**src/rtl/spin_playback_sequencer_pkg.sv**
```systemverilog
// Shared configuration for the Ising machine spin datapath: sample width,
// GPIO bus field positions and the playback sequencer state encoding.
package ising_config;

  localparam int num_bits = 8;

  localparam int gpio_addr_lsb   = 0;
  localparam int gpio_addr_w     = 16;
  localparam int gpio_data_lsb   = 16;
  localparam int gpio_data_w     = 8;
  localparam int gpio_strobe_bit = 24;

  typedef enum logic [1:0] {
    IDLE   = 2'd0,
    PLAY   = 2'd1,
    GAP    = 2'd2,
    FINISH = 2'd3
  } seq_state_t;

endpackage

```
**src/rtl/spin_playback_sequencer_ram.sv**
```systemverilog
// Simple dual-port spin buffer: one write port, one registered read port.
// Contents are never reset so loaded patterns survive a sequencer reset.
module spin_buffer_ram #(
  parameter int depth = 64,
  parameter int width = 8,
  localparam int aw = $clog2(depth)
) (
  input  logic             clk,
  input  logic             we,
  input  logic [aw-1:0]    waddr,
  input  logic [width-1:0] wdata,
  input  logic [aw-1:0]    raddr,
  output logic [width-1:0] rdata
);

  logic [width-1:0] mem [depth];

  // Read-before-write: a same-cycle write and read of one entry returns old data.
  always_ff @(posedge clk) begin
    if (we) mem[waddr] <= wdata;
    rdata <= mem[raddr];
  end

endmodule

```
**src/rtl/spin_playback_sequencer.sv**
```systemverilog
// Replays the first play_len buffered spin amplitudes for round_count rounds,
// with gap_cycles idle cycles between rounds; buffer is loaded over GPIO.
module spin_playback_sequencer
  import ising_config::*;
#(
  parameter int buf_base = 0,
  parameter int depth    = 64,
  localparam int aw = $clog2(depth)
) (
  input  logic                clk,
  input  logic                rst,
  input  logic [31:0]         gpio_in,
  input  logic                start,
  input  logic                abort,
  input  logic [aw:0]         play_len,
  input  logic [15:0]         round_count,
  input  logic [15:0]         gap_cycles,
  output logic [num_bits-1:0] val_out,
  output logic                val_out_valid,
  output logic                busy,
  output logic                done,
  output logic [15:0]         round_idx,
  output seq_state_t          state_dbg
);

  logic [gpio_strobe_bit:0] gpio_q;
  logic                     stb_d;
  logic [16:0]              wr_off;
  logic                     wr_en;
  logic [aw-1:0]            wr_addr;
  logic [num_bits-1:0]      wr_data;
  logic                     unused_gpio;

  seq_state_t          state;
  logic [aw-1:0]       idx;
  logic [aw:0]         len;
  logic [15:0]         rounds;
  logic [15:0]         gap;
  logic [15:0]         rnd;
  logic [15:0]         gcnt;
  logic [num_bits-1:0] rd_data;
  logic                last_idx;
  logic                last_round;

  assign unused_gpio = ^gpio_in[31:gpio_strobe_bit+1];

  // Addresses below buf_base wrap to >= 2^16 in 17 bits, so one compare covers both ends.
  always_comb begin
    wr_off  = {1'b0, gpio_q[gpio_addr_lsb +: gpio_addr_w]} - 17'(buf_base);
    wr_en   = gpio_q[gpio_strobe_bit] & ~stb_d & (wr_off < 17'(depth));
    wr_addr = wr_off[aw-1:0];
    wr_data = gpio_q[gpio_data_lsb +: num_bits];
  end

  assign last_idx   = ({1'b0, idx} == (len - (aw+1)'(1)));
  assign last_round = (rnd == (rounds - 16'd1));

  spin_buffer_ram #(.depth(depth), .width(num_bits)) u_ram (
    .clk   (clk),
    .we    (wr_en),
    .waddr (wr_addr),
    .wdata (wr_data),
    .raddr (idx),
    .rdata (rd_data)
  );

  // Stream handshake: val_out carries a sample exactly when val_out_valid is
  // high; there is no backpressure, the consumer takes every valid cycle.
  assign val_out   = val_out_valid ? rd_data : '0;
  assign state_dbg = state;

  always_ff @(posedge clk) begin
    if (rst) begin
      gpio_q        <= '0;
      stb_d         <= 1'b0;
      state         <= IDLE;
      idx           <= '0;
      len           <= '0;
      rounds        <= '0;
      gap           <= '0;
      rnd           <= '0;
      gcnt          <= '0;
      val_out_valid <= 1'b0;
      busy          <= 1'b0;
      done          <= 1'b0;
      round_idx     <= '0;
    end else begin
      gpio_q        <= gpio_in[gpio_strobe_bit:0];
      stb_d         <= gpio_q[gpio_strobe_bit];
      done          <= 1'b0;
      val_out_valid <= (state == PLAY);
      if (state == PLAY) round_idx <= rnd;

      if (abort) begin
        state         <= IDLE;
        busy          <= 1'b0;
        val_out_valid <= 1'b0;
      end else begin
        case (state)
          IDLE: begin
            if (start) begin
              len    <= play_len;
              rounds <= round_count;
              gap    <= gap_cycles;
              idx    <= '0;
              rnd    <= '0;
              busy   <= 1'b1;
              state  <= (play_len == '0 || round_count == '0) ? FINISH : PLAY;
            end
          end
          PLAY: begin
            if (last_idx) begin
              idx <= '0;
              if (last_round) begin
                state <= FINISH;
              end else if (gap == '0) begin
                rnd <= rnd + 16'd1;
              end else begin
                state <= GAP;
                gcnt  <= 16'd1;
              end
            end else begin
              idx <= idx + aw'(1);
            end
          end
          GAP: begin
            if (gcnt == gap) begin
              state <= PLAY;
              rnd   <= rnd + 16'd1;
            end else begin
              gcnt <= gcnt + 16'd1;
            end
          end
          FINISH: begin
            // The last read lands on the edge that entered FINISH.
            done  <= 1'b1;
            busy  <= 1'b0;
            state <= IDLE;
          end
          default: state <= IDLE;
        endcase
      end
    end
  end

endmodule

```
**config.mk**
```make
export PLATFORM = sky130hd
export DESIGN_NAME = spin_playback_sequencer
export DESIGN_NICKNAME = d
export VERILOG_FILES = /design/src/rtl/spin_playback_sequencer_pkg.sv /design/src/rtl/spin_playback_sequencer_ram.sv /design/src/rtl/spin_playback_sequencer.sv
export SDC_FILE = /design/constraint.sdc
export NUM_CORES = 1
export LEC_CHECK = 0
export BUFFER_PORTS_ARGS = -buffer_cell sky130_fd_sc_hd__buf_2
export CORE_MARGIN = 2
export CORE_UTILIZATION = 60
export DETAILED_ROUTE_END_ITERATION = 16
export PLACE_DENSITY = 0.78
export SLEW_MARGIN = 15
export SYNTH_ARGS = -nofsm -noshare
export SYNTH_HDL_FRONTEND = slang
export SYNTH_SLANG_ARGS = --single-unit
```
**constraint.sdc**
```tcl
create_clock -name clk -period 4 [get_ports clk]
set_clock_uncertainty 0.05 [all_clocks]
set_input_delay 0.4 -clock clk [delete_from_list [all_inputs] [get_ports clk]]
set_output_delay 0.4 -clock clk [all_outputs]
set_load 0.05 [all_outputs]
```
==> results.tsv <==
metric	value	unit
fin_nets	1782	
fmax	0.310	GHz
syn_avg_cell_area	16.7	µm²
hold_viol	0	
crit_required	4480	ps
power.share.clock	42.0	%
p_sw	3010	µW
grt_pass1_wl	89200	µm
yosys_warnings	0	
rsz0062_at_grt	false	
syn-cell-area	25900	µm²
gp_congestion	0.858	
setup_viol	0	
htreeDepth	2	
seq_area_frac_synth	69.5	%
num_rows	76	
post-place-cells	2162	
syn_nets	1634	
end_kind	flip-flop	
wirelength	59400	µm
critPathArrivalTime	3710	ps
area_growth	14.5	%
ys_async_sr_fraction	0	%
ys.flop_type	edfxtp_1	
grt_pass1_vias	14600	
die_h	212	µm
synth_commonest_cells	edfxtp_1, mux4_2, nand2_1	
crit_buf_inv	2	
leakage	0.00992	µW
grtUsageTotal	27.3	%
die-area	44900	µm²
ant_nets	0	
grt_max_degree	94	
cpMaxStageDelayCell	dfxtp_1	
synth.distinct_cells	64	
start_util	60.4	%
cts_tree	yes	
comb_power_share	5.5	%
clkTransAtPathRegs	60	ps
io_buffers	96	
yosysTopAreaCell	edfxtp_1	
antenna_found_initial	0	
synth.top_cell.area_share	59.3	%
synth_edf_count	512	
powerDensity	474	nW/µm²
seq_power_share	52.5	%
critPathLaunchType	flip-flop	
crit_type	flip-flop to flip-flop	
slew_headroom	39.7	%
cts_root_buffer	clkbuf_16	
p_int	11000	µW
cap_violations	0	
swShare	21.4	%
finalCriticalPeriod	3230	ps
maxSlewViolCount	0	
cts_buffer_depth	3	
synth_area_leaders	edfxtp_1, mux4_2, dfxtp_1, nand2_1, nor2_1	
max_stage_delay	470	ps
worstPathMaxFanout	19	
drive_gt1_share	23.4	%
dr.pass1.iters	5	
instances_no_fill	2336	
peakVddDrop	0.484	mV
status	finished, final reports clean	
die_w	212	µm
wire_per_inst	25.4	µm
fin_tns_setup	0	ps
hp-class	input pin to flip-flop	
tightest_slew	901	ps
ys_ff_latch	644	
coreArea	42900	µm²
vias_per_cell	6.27	
syn-instance-count	1550	
cts_buffers	61	
hpwl	33500	µm
clkSinkCount	644	
synth.most_common_cell	edfxtp_1	
cp_top_family	compound AO/OA/AOI/OAI gates	
overflow	0	
vias	14600	
drt_iter0_markers	1632	
drc_errors	0	
clkLatencyLatePin	640	ps
diodes	0	
fin_crit_sh	80.7	%
crit_chain	inv_1 > ha_1 > o21bai_1 > a2111oi_0 > or3_1 > o211ai_2 > nor3_4 > nor4b_4 > buf_4 > nand4_4 > o32ai_1	
ios	104	
-- routing by layer --
layer	vias up	wire, µm	track usage, %	share of wire [%]
met1	7452	22800	35.8	38
met4	0	1870	9.54	3.1
met5	-	0	0	0
met2	718	30200	46.8	51
met3	112	4520	4.48	7.6
li1	6367	-	-	-
-- power by group through the flow --
stage	combinational (µW)	sequential, µW	clock (µW)
6_report	775	7370	5900
5_1_grt	832	7380	6200
4_1_cts	774	7370	5960
3_5_place_dp	726	7510	0
3_3_place_gp	708	7510	0
2_1_floorplan	523	7470	0
-- sequential cells by signal (all words and copies together) (netlist names), 2 cells and up --
name / flops
len: 7
round_idx: 16
rounds: 16
u_ram.rdata: 8
gap: 16
gcnt: 16
rnd: 16
idx: 6
state_dbg: 2
gpio_q: 25
u_ram.mem: 512
-- layout make-up --
| cell class | count | area (µm²) |
|---|---|---|
| Fill cell | 2620 | 13200 |
| Tap cell | 585 | 732 |
| Clock inverter | 30 | 327 |
| Sequential cell | 644 | 18000 |
| Multi-Input combinational cell | 798 | 7480 |
| Timing Repair Buffer | 170 | 1220 |
| Inverter | 23 | 86.3 |
| Clock buffer | 86 | 1760 |
-- timing repair --
item                                   in CTS  in global routing
setup endpoints to repair                   0                  0
endpoints found under the hold margin      58                  0
resized for setup                           0                  0
hold buffers                               58                  0
setup buffers                               0                  0
-- tightest hold or removal path: stages --
cell and delay (ps):
buf_2 100, nand2_1 80, a21oi_1 70
-- path summary, 6_finish.rpt --
check / start / end / slack (ps) / cells past startpoint
worst min-delay path: round_count[10] / rounds[10] / 30 / 3
worst min register to register: gpio_q[24] / stb_d / 420 / 1
worst max-delay path: len[0] / rnd[12] / 770 / 11
worst max register to register: len[0] / rnd[12] / 770 / 11
-- per-stage QoR --
step	power [µW]	hold slack (ps)	area (µm²)	util (%)	setup WS, ps
3_3_place_gp	8220	390	27000	62.9	927
4_1_cts	14100	2.13	29600	69.1	801
5_1_grt	14400	13.5	29700	69.2	544
2_1_floorplan	8000	379	25900	-	1050
6_report	14100	28.5	29700	69.2	770
3_5_place_dp	8240	415	27000	62.9	814
-- cell usage in the layout, fill, tap and decap left out, drive strengths merged, types with 6 or more instances in the layout --
cell and n:
o21ai 19, nand3b 8, buf 112, nand4 12, nand3 28, nor4 17, dlygate4sd3 58, a311oi 6
nor2b 31, and2 14, a21oi 57, o32ai 7, mux2i 17, dfxtp 132, and3 19, mux4 168
o41ai 6, clkbuf 86, xor2 16, a31o 6, edfxtp 512, xnor2 31, nand2 134, inv 24
clkinv 20, nor3 18, ha 9, nor2 112
-- cell families after synthesis --
kind of cell,synth area share [%]
flops,69.5
simple gates,7.96
mux,15.3
compound gates,3.59
buf+inv,1.61
xor+xnor,1.59
fa+ha+maj,0.435
(Power assumes the default switching activity.)
